===== config.mk =====
export PLATFORM = sky130hd
export DESIGN_NAME = alu_mdu
export DESIGN_NICKNAME = d
export VERILOG_FILES = /design/src/rtl/alu_mdu_pkg.sv /design/src/rtl/alu_mdu.sv
export SDC_FILE = /design/constraint.sdc
export NUM_CORES = 1
export LEC_CHECK = 0
export CAP_MARGIN = 0
export CORE_MARGIN = 2
export CORE_UTILIZATION = 47
export DETAILED_ROUTE_END_ITERATION = 10
export GPL_TIMING_DRIVEN = 0
export PLACE_DENSITY_LB_ADDON = 0.15
export SLEW_MARGIN = 40
export SYNTH_ARGS = -nofsm -noshare
export SYNTH_HDL_FRONTEND = slang
export SYNTH_SLANG_ARGS = --single-unit

===== constraint.sdc =====
create_clock -name clk -period 26.3 [get_ports clk]
set_clock_uncertainty 0.2 [all_clocks]
set_input_delay 5.26 -clock clk [delete_from_list [all_inputs] [get_ports clk]]
set_output_delay 5.26 -clock clk [all_outputs]
set_load 0.03 [all_outputs]

===== src/rtl/alu_mdu_pkg.sv =====
// Shared opcode, flag-position and state definitions for the iterative multiply/divide unit.
package alu_mdu_pkg;

  localparam int MDUOPWIDTH = 2;

  typedef enum logic [MDUOPWIDTH-1:0] {
    MDUOp_MUL  = 2'd0,
    MDUOp_MULU = 2'd1,
    MDUOp_DIV  = 2'd2,
    MDUOp_DIVU = 2'd3
  } mdu_op_e;

  localparam int PRSWIDTH = 4;
  localparam int PSR_Z    = 0;
  localparam int PSR_N    = 1;
  localparam int PSR_F    = 2;

  typedef enum logic [1:0] {
    ST_IDLE,
    ST_CALC,
    ST_FIX,
    ST_DONE
  } mdu_state_e;

  function automatic logic [PRSWIDTH-1:0] pack_psr(input logic z, input logic n, input logic f);
    logic [PRSWIDTH-1:0] p;
    p        = '0;
    p[PSR_Z] = z;
    p[PSR_N] = n;
    p[PSR_F] = f;
    return p;
  endfunction

endpackage


===== src/rtl/alu_mdu.sv =====
// Sequential shift-add multiplier / restoring divider with start/done handshake.
// Signed operations run on magnitudes and apply the result signs in a final fix-up cycle.
module alu_mdu
  import alu_mdu_pkg::*;
#(
  parameter int DATAWIDTH = 16
) (
  input  logic                  clk,
  input  logic                  reset,
  input  logic                  start,
  input  logic [MDUOPWIDTH-1:0] opCode,
  input  logic [DATAWIDTH-1:0]  rDst,
  input  logic [DATAWIDTH-1:0]  rSrc,
  output logic                  busy,
  output logic                  done,
  output logic [DATAWIDTH-1:0]  resultLo,
  output logic [DATAWIDTH-1:0]  resultHi,
  output logic [PRSWIDTH-1:0]   psrOut
);

  localparam int W  = DATAWIDTH;
  localparam int CW = $clog2(W + 1);

  function automatic logic [2*W-1:0] twos(input logic [2*W-1:0] v, input logic en);
    return en ? -v : v;
  endfunction

  mdu_state_e    state;
  mdu_op_e       op;
  logic [W-1:0]  hi;
  logic [W-1:0]  lo;
  logic [W-1:0]  opnd;
  logic [CW-1:0] cnt;
  logic          neg_q;
  logic          neg_r;
  logic          dz;
  logic          ovf;

  // Load-side operand conditioning
  logic signed [W-1:0] dst_s;
  logic signed [W-1:0] src_s;
  logic                ld_signed;
  logic                dst_neg;
  logic                src_neg;
  logic [W-1:0]        dst_mag;
  logic [W-1:0]        src_mag;
  logic                ld_dz;
  logic                ld_ovf;

  assign dst_s     = rDst;
  assign src_s     = rSrc;
  assign ld_signed = ~opCode[0];
  assign dst_neg   = ld_signed && (dst_s < 0);
  assign src_neg   = ld_signed && (src_s < 0);
  assign dst_mag   = W'(twos({{W{1'b0}}, rDst}, dst_neg));
  assign src_mag   = W'(twos({{W{1'b0}}, rSrc}, src_neg));
  assign ld_dz     = opCode[1] && (rSrc == '0);
  assign ld_ovf    = (opCode == MDUOp_DIV) && (rDst == {1'b1, {(W-1){1'b0}}}) && (rSrc == '1);

  // Iteration datapath
  logic [W:0]   mul_sum;
  logic [W:0]   div_shl;
  logic         div_fit;
  logic [W-1:0] div_diff;

  assign mul_sum  = lo[0] ? ({1'b0, hi} + {1'b0, opnd}) : {1'b0, hi};
  assign div_shl  = {hi, lo[W-1]};
  assign div_fit  = div_shl >= {1'b0, opnd};
  assign div_diff = div_shl[W-1:0] - opnd;

  // Sign fix-up and flag generation
  logic [2*W-1:0] prod;
  logic [W-1:0]   fix_lo;
  logic [W-1:0]   fix_hi;
  logic           fix_z;
  logic           fix_n;
  logic           fix_f;

  always_comb begin
    prod   = twos({hi, lo}, neg_q);
    fix_lo = prod[W-1:0];
    fix_hi = prod[2*W-1:W];
    fix_z  = (prod == '0);
    fix_n  = prod[2*W-1];
    fix_f  = (op == MDUOp_MUL) ? (fix_hi != {W{fix_lo[W-1]}}) : (fix_hi != '0);
    if (op[1]) begin
      fix_lo = W'(twos({{W{1'b0}}, lo}, neg_q));
      fix_hi = W'(twos({{W{1'b0}}, hi}, neg_r));
      fix_z  = (fix_lo == '0);
      fix_n  = fix_lo[W-1];
      fix_f  = ovf;
    end
  end

  always_ff @(posedge clk) begin
    if (reset) begin
      state    <= ST_IDLE;
      busy     <= 1'b0;
      done     <= 1'b0;
      resultLo <= '0;
      resultHi <= '0;
      psrOut   <= '0;
    end else begin
      case (state)
        ST_IDLE: begin
          if (start) begin
            op    <= mdu_op_e'(opCode);
            hi    <= '0;
            lo    <= ld_dz ? rDst : dst_mag;
            opnd  <= src_mag;
            cnt   <= CW'(W);
            neg_q <= dst_neg ^ src_neg;
            neg_r <= dst_neg;
            dz    <= ld_dz;
            ovf   <= ld_ovf;
            busy  <= 1'b1;
            state <= ST_CALC;
          end
        end
        ST_CALC: begin
          if (dz) begin
            // lo still holds the raw dividend, which is reported as the remainder
            resultLo <= '1;
            resultHi <= lo;
            psrOut   <= pack_psr(1'b0, 1'b1, 1'b1);
            done     <= 1'b1;
            state    <= ST_DONE;
          end else begin
            if (op[1]) begin
              hi <= div_fit ? div_diff : div_shl[W-1:0];
              lo <= {lo[W-2:0], div_fit};
            end else begin
              hi <= mul_sum[W:1];
              lo <= {mul_sum[0], lo[W-1:1]};
            end
            cnt <= cnt - 1'b1;
            if (cnt == CW'(1)) state <= ST_FIX;
          end
        end
        ST_FIX: begin
          resultLo <= fix_lo;
          resultHi <= fix_hi;
          psrOut   <= pack_psr(fix_z, fix_n, fix_f);
          done     <= 1'b1;
          state    <= ST_DONE;
        end
        ST_DONE: begin
          done  <= 1'b0;
          busy  <= 1'b0;
          state <= ST_IDLE;
        end
        default: state <= ST_IDLE;
      endcase
    end
  end

endmodule


==> results of run 1 <==
## state kept, by name, indices dropped and copies added (netlist names), 2 cells and up
signal,flops
op,2
hi,16
resultHi,16
cnt,5
opnd,16
state,2
resultLo,16
psrOut,3
lo,16
## layout make-up
cell class	count	area [µm²]	area share
buffer	59	253	0.0267
inverter	49	184	0.0194
clock buffer	11	254	0.0268
multi-input combinational	743	5080	0.537
sequential	98	2550	0.270
clock inverter	5	41.3	0.00436
tap	220	275	0.0291
timing repair buffer	83	826	0.0872
## cell usage in the layout (no fill, tap or decap), types with 7 or more instances in the layout
| master | instances |
|---|---|
| o211ai_1 | 7 |
| xnor2_1 | 40 |
| o21ai_0 | 34 |
| nand4_1 | 17 |
| o31a_1 | 7 |
| o21ai_1 | 12 |
| a211oi_1 | 55 |
| clkdlybuf4s50_1 | 72 |
| nand2_1 | 62 |
| nand3_1 | 21 |
| or3_1 | 7 |
| nor2b_1 | 23 |
| a311oi_1 | 8 |
| dfxtp_1 | 39 |
| nor3_1 | 23 |
| buf_2 | 7 |
| buf_1 | 10 |
| xor2_1 | 52 |
| inv_1 | 47 |
| ha_1 | 45 |
| clkbuf_16 | 10 |
| o41ai_1 | 8 |
| clkbuf_1 | 44 |
| edfxtp_1 | 59 |
| nor4_1 | 13 |
| mux2i_1 | 24 |
| nor2_1 | 104 |
| o31ai_1 | 25 |
| a21oi_1 | 61 |
## metrics by stage
step	area, µm²	hold WS, ns	worst slack [ns]
2_1_floorplan	8050	0.330	14.19
3_3_place_gp	9050	0.239	10.62
4_1_cts	9470	0.277	18.51
5_1_grt	9470	0.316	18.20
6_report	9470	0.265	18.49
3_5_place_dp	9170	0.267	18.15
## layer usage
layer  track usage  wire, µm
met1         0.414     11600
met2         0.429     11100
met3        0.0409      1860
met4        0.0725       369
met5             0         0
## power breakdown
group	internal, mW	switching [mW]	total [mW]
sequential	0.233	0.0512	0.284
clock	0.0714	0.0625	0.134
combinational	0.249	0.401	0.649
total	0.553	0.514	1.07
## worst min path at each step
stage,end,from,slack (ns),cells past startpoint
6_report,resultLo[2],resultLo[2],0.27,2
5_1_grt,resultLo[2],resultLo[2],0.32,2
4_1_cts,resultLo[2],resultLo[2],0.28,2
3_3_place_gp,resultLo[2],resultLo[2],0.24,2
3_5_place_dp,resultLo[2],resultLo[2],0.27,2
2_1_floorplan,state[1],state[1],0.33,2
## cell usage after synthesis, drive strengths merged (7+ instances only)
cell    count  area share
nand2      62       0.029
ha         45       0.070
or3         8      0.0068
clkbuf     43       0.020
nand3      21       0.013
o211ai      7      0.0065
nand4      17       0.013
inv        47       0.022
o41ai       8      0.0087
nor2      105       0.049
edfxtp     59        0.22
o31a        7      0.0076
xor2       54       0.061
nor4       14       0.011
dfxtp      39       0.097
a21oi      61       0.038
nor2b      23       0.018
buf        16       0.011
a311oi      8      0.0087
mux2i      24       0.030
nor3       25       0.017
xnor2      40       0.044
a211oi     55       0.051
o21ai      46       0.029
o31ai      27       0.029
## tightest hold or removal path: stages (launching register included)
cell and delay [ns]:
dfxtp_1 0.31, nand2_1 0.05, a21oi_1 0.05
## cell families (layout without fill, tap and decap cells)
| family | count (synthesis) | count (layout) | synth area share |
|---|---|---|---|
| buffers and inverters | 108 | 207 | 0.0542 |
| muxes | 26 | 26 | 0.0331 |
| DFF | 98 | 98 | 0.317 |
| xor gates and xnor gates | 94 | 94 | 0.104 |
| other | 1 | 1 | 0.000466 |
| AOI/OAI and AO/OA | 264 | 264 | 0.224 |
| and+or+nand+nor | 311 | 311 | 0.192 |
| adders and majority gates | 47 | 47 | 0.0749 |
==> qor.yml, run 1 <==
cells_and_area:
  nNetsFinal: 1127
  syn2layout_area_growth_pct: 17.6
  final_cells: 1268
  filler_cell_count: 1550
  finish.utilization: 0.569
  n_antenna_cell: 0
  drive_above_1_share: 0.0515
global_route:
  overflow: 0
  grt_max_degree: 23
  antenna_found_initial: 0
  grt_pass1_vias: 7318
  grt_usage: 0.280
  grt_pass1_wl_mm: 39.9
synth:
  yosysSeqAreaShare: 0.317
  synth_area_um2: 8050
  async_flop_share: 0
  yosys_warnings: 0
  synthCells: 949
  synth_edf_count: 59
  synth_nets: 1033
  ys_ff_latch: 98
  synth_ff_type: "edfxtp_1"
  syn_area_per_cell_um2: 8.48
  ys_types: 72
route:
  drtIter0Drc: 703
  num_vias: 7739
  antenna_left: 0
  totalWireLength_mm: 25.0
  dr.pass1.iters: 5
  viasPerCell: 6.10
  wire_per_inst_um: 19.7
  drc_errors: 0
power_and_ir_drop:
  p_per_area_nw_per_um2: 113
  finalPower_mw: 1.07
  ir_drop_uv: 58.5
  power_leakage_nw: 3.43
sta:
  worst_slew_pin_slew_ns: 0.842
  fmax_mhz: 128
  hold_viol: 0
  setup_viol: 0
  relSlewSlack: 0.435
  tns_ns: 0
  finalCriticalPeriod_ns: 7.81
  rsz0062_at_grt: "false"
  min_period_over_period: 0.297
  drv_slew: 0
floorplanning:
  chipHeight_um: 135
  rows: 47
  core-area_um2: 16600
  initial_core_util: 0.484
  dieArea_um2: 18200
  io_pins: 75
  dieWidth_um: 135
clock_network:
  cts_made_buffers: 9
  cts_max_level: 3
  hold_buffers: 0
  clockBufferDepth: 2
  cts_tree: "done"
  post_cts_resized: 0
  cts_setup_buffers: 0
  ctsRootBufferMaster: "clkbuf_16"
  clkTransAtPathRegs_ns: 0.07
  insertion_delay_ns: 0.35
  clock-sinks: 98
place:
  hpwl_mm: 19.7
  io_buffers: 72
  place_inst: 1252
  routabilityCongestion: 0.968
critical_path:
  cp_cell_sequence: "clkdlybuf4s50_1, nor3_1, nand4_1, nor2b_1, and4b_1, nor2_1, clkbuf_1, o31ai_1, xor2_1, a21oi_1"
  slowest_stage: "clkdlybuf4s50_1"
  r2r_cells: 11
  path_buf_inv: 2
  r2r_slack_ns: 22.28
  endpoint: "lo[14]"
  reg2reg_from: "hi[8]"
  critPathArrivalTime_ns: 7.69
  cp_top_family: "simple AND/OR/NAND/NOR gates"
  worstSetupStartpoint: "rSrc[2]"
  max_stage_delay_ns: 0.51
  crit_fanout: 10
  critical_path_depth: 10
  cp-end-kind: "flop"
  r2r-end: "hi[3]"
  start_kind: "input port"
  critPathKind: "in -> reg"
  cp.required_ns: 26.19
run_status:
  run_status: "finished clean"
flow_run:
  max-cap-violations: 0
min_path:
  hp-class: "reg -> reg"
Power figures use the tool's default switching activity.
==> inputs of run 2 (changes only) <==
- clock period: 26.3 -> 6.7 ns (I/O delays scaled with it)
==> qor.yml, run 2 (synthesis gave the netlist of run 1 again) <==
run_status:
  run_status: "finished clean"  # unchanged
sta:
  worst_slew_pin_slew_ns: 0.769  # was 0.842 ns
  hold_viol: 0  # unchanged
  drv_slew: 0  # unchanged
  finalCriticalPeriod_ns: 4.11
  relSlewSlack: 0.488  # was 0.435
  tns_ns: 0  # unchanged
  fmax_mhz: 243
  rsz0062_at_grt: "false"  # unchanged
  setup_viol: 0  # unchanged
  min_period_over_period: 0.614
clock_network:
  clock-sinks: 98  # unchanged
  cts_setup_buffers: 0  # unchanged
  cts_tree: "done"  # unchanged
  cts_made_buffers: 9  # unchanged
  insertion_delay_ns: 0.36  # was 0.35 ns
  clkTransAtPathRegs_ns: 0.08  # was 0.07 ns
  ctsRootBufferMaster: "clkbuf_16"  # unchanged
  clockBufferDepth: 2  # unchanged
  cts_max_level: 3  # unchanged
  post_cts_resized: 0  # unchanged
  hold_buffers: 0  # unchanged
critical_path:
  r2r-end: "psrOut[2]"  # was hi[3]
  endpoint: "psrOut[2]"  # was lo[14]
  r2r_cells: 10  # was 11
  cp.required_ns: 6.71  # was 26.19 ns
  critPathKind: "reg -> reg"  # was in -> reg
  cp-end-kind: "flop"  # unchanged
  start_kind: "flop"  # was input port
  reg2reg_from: "lo[0]"  # was hi[8]
  crit_fanout: 11  # was 10
  r2r_slack_ns: 2.59  # was 22.28 ns
  critPathArrivalTime_ns: 4.12  # was 7.69 ns
  worstSetupStartpoint: "lo[0]"  # was rSrc[2]
power_and_ir_drop:
  switchingPower_mw: 2.04  # was 0.514 mW
  ir_drop_uv: 230  # was 58.5 µV
  switching_share: 0.487  # was 0.482
  pwr-share-seq: 0.266  # about the same
  p_comb_frac: 0.611  # was 0.608
  power_leakage_nw: 3.43  # about the same
  p_per_area_nw_per_um2: 443  # was 113 nW/µm²
  p_clk_frac: 0.123  # was 0.126
  p_int_mw: 2.15  # was 0.553 mW
route:
  antenna_left: 0  # unchanged
  totalWireLength_mm: 25.0  # about the same
  wire_per_inst_um: 19.7  # about the same
  drtIter0Drc: 780  # was 703
  dr.pass1.iters: 5  # unchanged
  drc_errors: 0  # unchanged
  num_vias: 7728  # was 7739
  viasPerCell: 6.09  # was 6.10
place:
  hpwl_mm: 19.7  # about the same
  routabilityCongestion: 0.950  # was 0.968
  place_inst: 1252  # unchanged
  io_buffers: 72  # unchanged
cells_and_area:
  nNetsFinal: 1127  # unchanged
  syn2layout_area_growth_pct: 17.4  # was 17.6%
  drive_above_1_share: 0.0553  # was 0.0515
  n_antenna_cell: 0  # unchanged
  final_cell_mix: "104 x nor2_1, 72 x clkdlybuf4s50_1, 62 x nand2_1, 61 x a21oi_1, 59 x edfxtp_1"  # unchanged
  finish.utilization: 0.568  # was 0.569
  final_cells: 1268  # unchanged
  layout_commonest_cell: "nor2_1"  # unchanged
global_route:
  grt_pass1_vias: 7160  # was 7318
  antenna_found_initial: 0  # unchanged
  overflow: 0  # unchanged
  grt_pass1_wl_mm: 39.2  # was 39.9 mm
  grt_max_degree: 23  # unchanged
  grt_usage: 0.276  # was 0.280
floorplanning:
  dieWidth_um: 135  # unchanged
  core-area_um2: 16600  # unchanged
  initial_core_util: 0.484  # unchanged
  chipHeight_um: 135  # unchanged
  dieArea_um2: 18200  # unchanged
  rows: 47  # unchanged
  io_pins: 75  # unchanged
flow_run:
  max-cap-violations: 0  # unchanged
min_path:
  hp-class: "reg -> reg"  # unchanged
  min_path_cells: 2  # unchanged
[run 2: layout make-up]
cell class	count	area, µm²
plain buffers	59	253
fillers	1543	7190
multi-input cells	743	5090
flip-flops and latches	98	2550
well taps	220	275
repair buffers	83	820
inverters	49	184
clock buffers	9	225
clock inverters	7	60.1
[run 2: worst min-delay path by stage]
stage,startpoint,endpoint,slack [ns]
after CTS,resultLo[2],resultLo[2],0.26
after floorplan,state[1],state[1],0.33
after global routing,resultLo[2],resultLo[2],0.29
after global placement,resultLo[2],resultLo[2],0.24
after detailed placement,resultLo[2],resultLo[2],0.25
final,resultLo[2],resultLo[2],0.26
[run 2: worst max-delay path: stages, from the launching register on]
cell and delay (ns):
edfxtp_1 0.37, clkbuf_1 0.53, clkinv_1 0.62, ha_1 0.44, nand3b_1 0.37, or3_1 0.27, mux2i_1 0.10, o31a_1 0.11
or4b_4 0.56, nor4_1 0.31, a211oi_1 0.08
[run 2: per-stage QoR]
step / setup slack (ns) / hold WS [ns] / power (mW) / area, µm²
6_report: 2.59 / 0.261 / 4.19 / 9460
5_1_grt: 2.51 / 0.292 / 4.46 / 9460
4_1_cts: 2.72 / 0.259 / 4.15 / 9450
3_5_place_dp: 2.50 / 0.247 / 3.63 / 9170
3_3_place_gp: -2.32 / 0.242 / 3.59 / 9050
2_1_floorplan: 0.311 / 0.330 / 2.82 / 8050
[run 2: power by group through the flow]
stage	clock network [mW]	registers, mW	logic (mW)
3_3_place_gp	0	1.14	2.45
6_report	0.515	1.12	2.56
5_1_grt	0.543	1.13	2.78
3_5_place_dp	0	1.12	2.51
2_1_floorplan	0	1.26	1.56
4_1_cts	0.519	1.11	2.52
[run 2: layer usage]
metal	up-vias	part of all wire	global-route usage
li1	3690	-	-
met1	3675	0.47	0.413
met2	325	0.43	0.409
met3	38	0.074	0.0454
met4	0	0.018	0.0737
met5	-	0	0
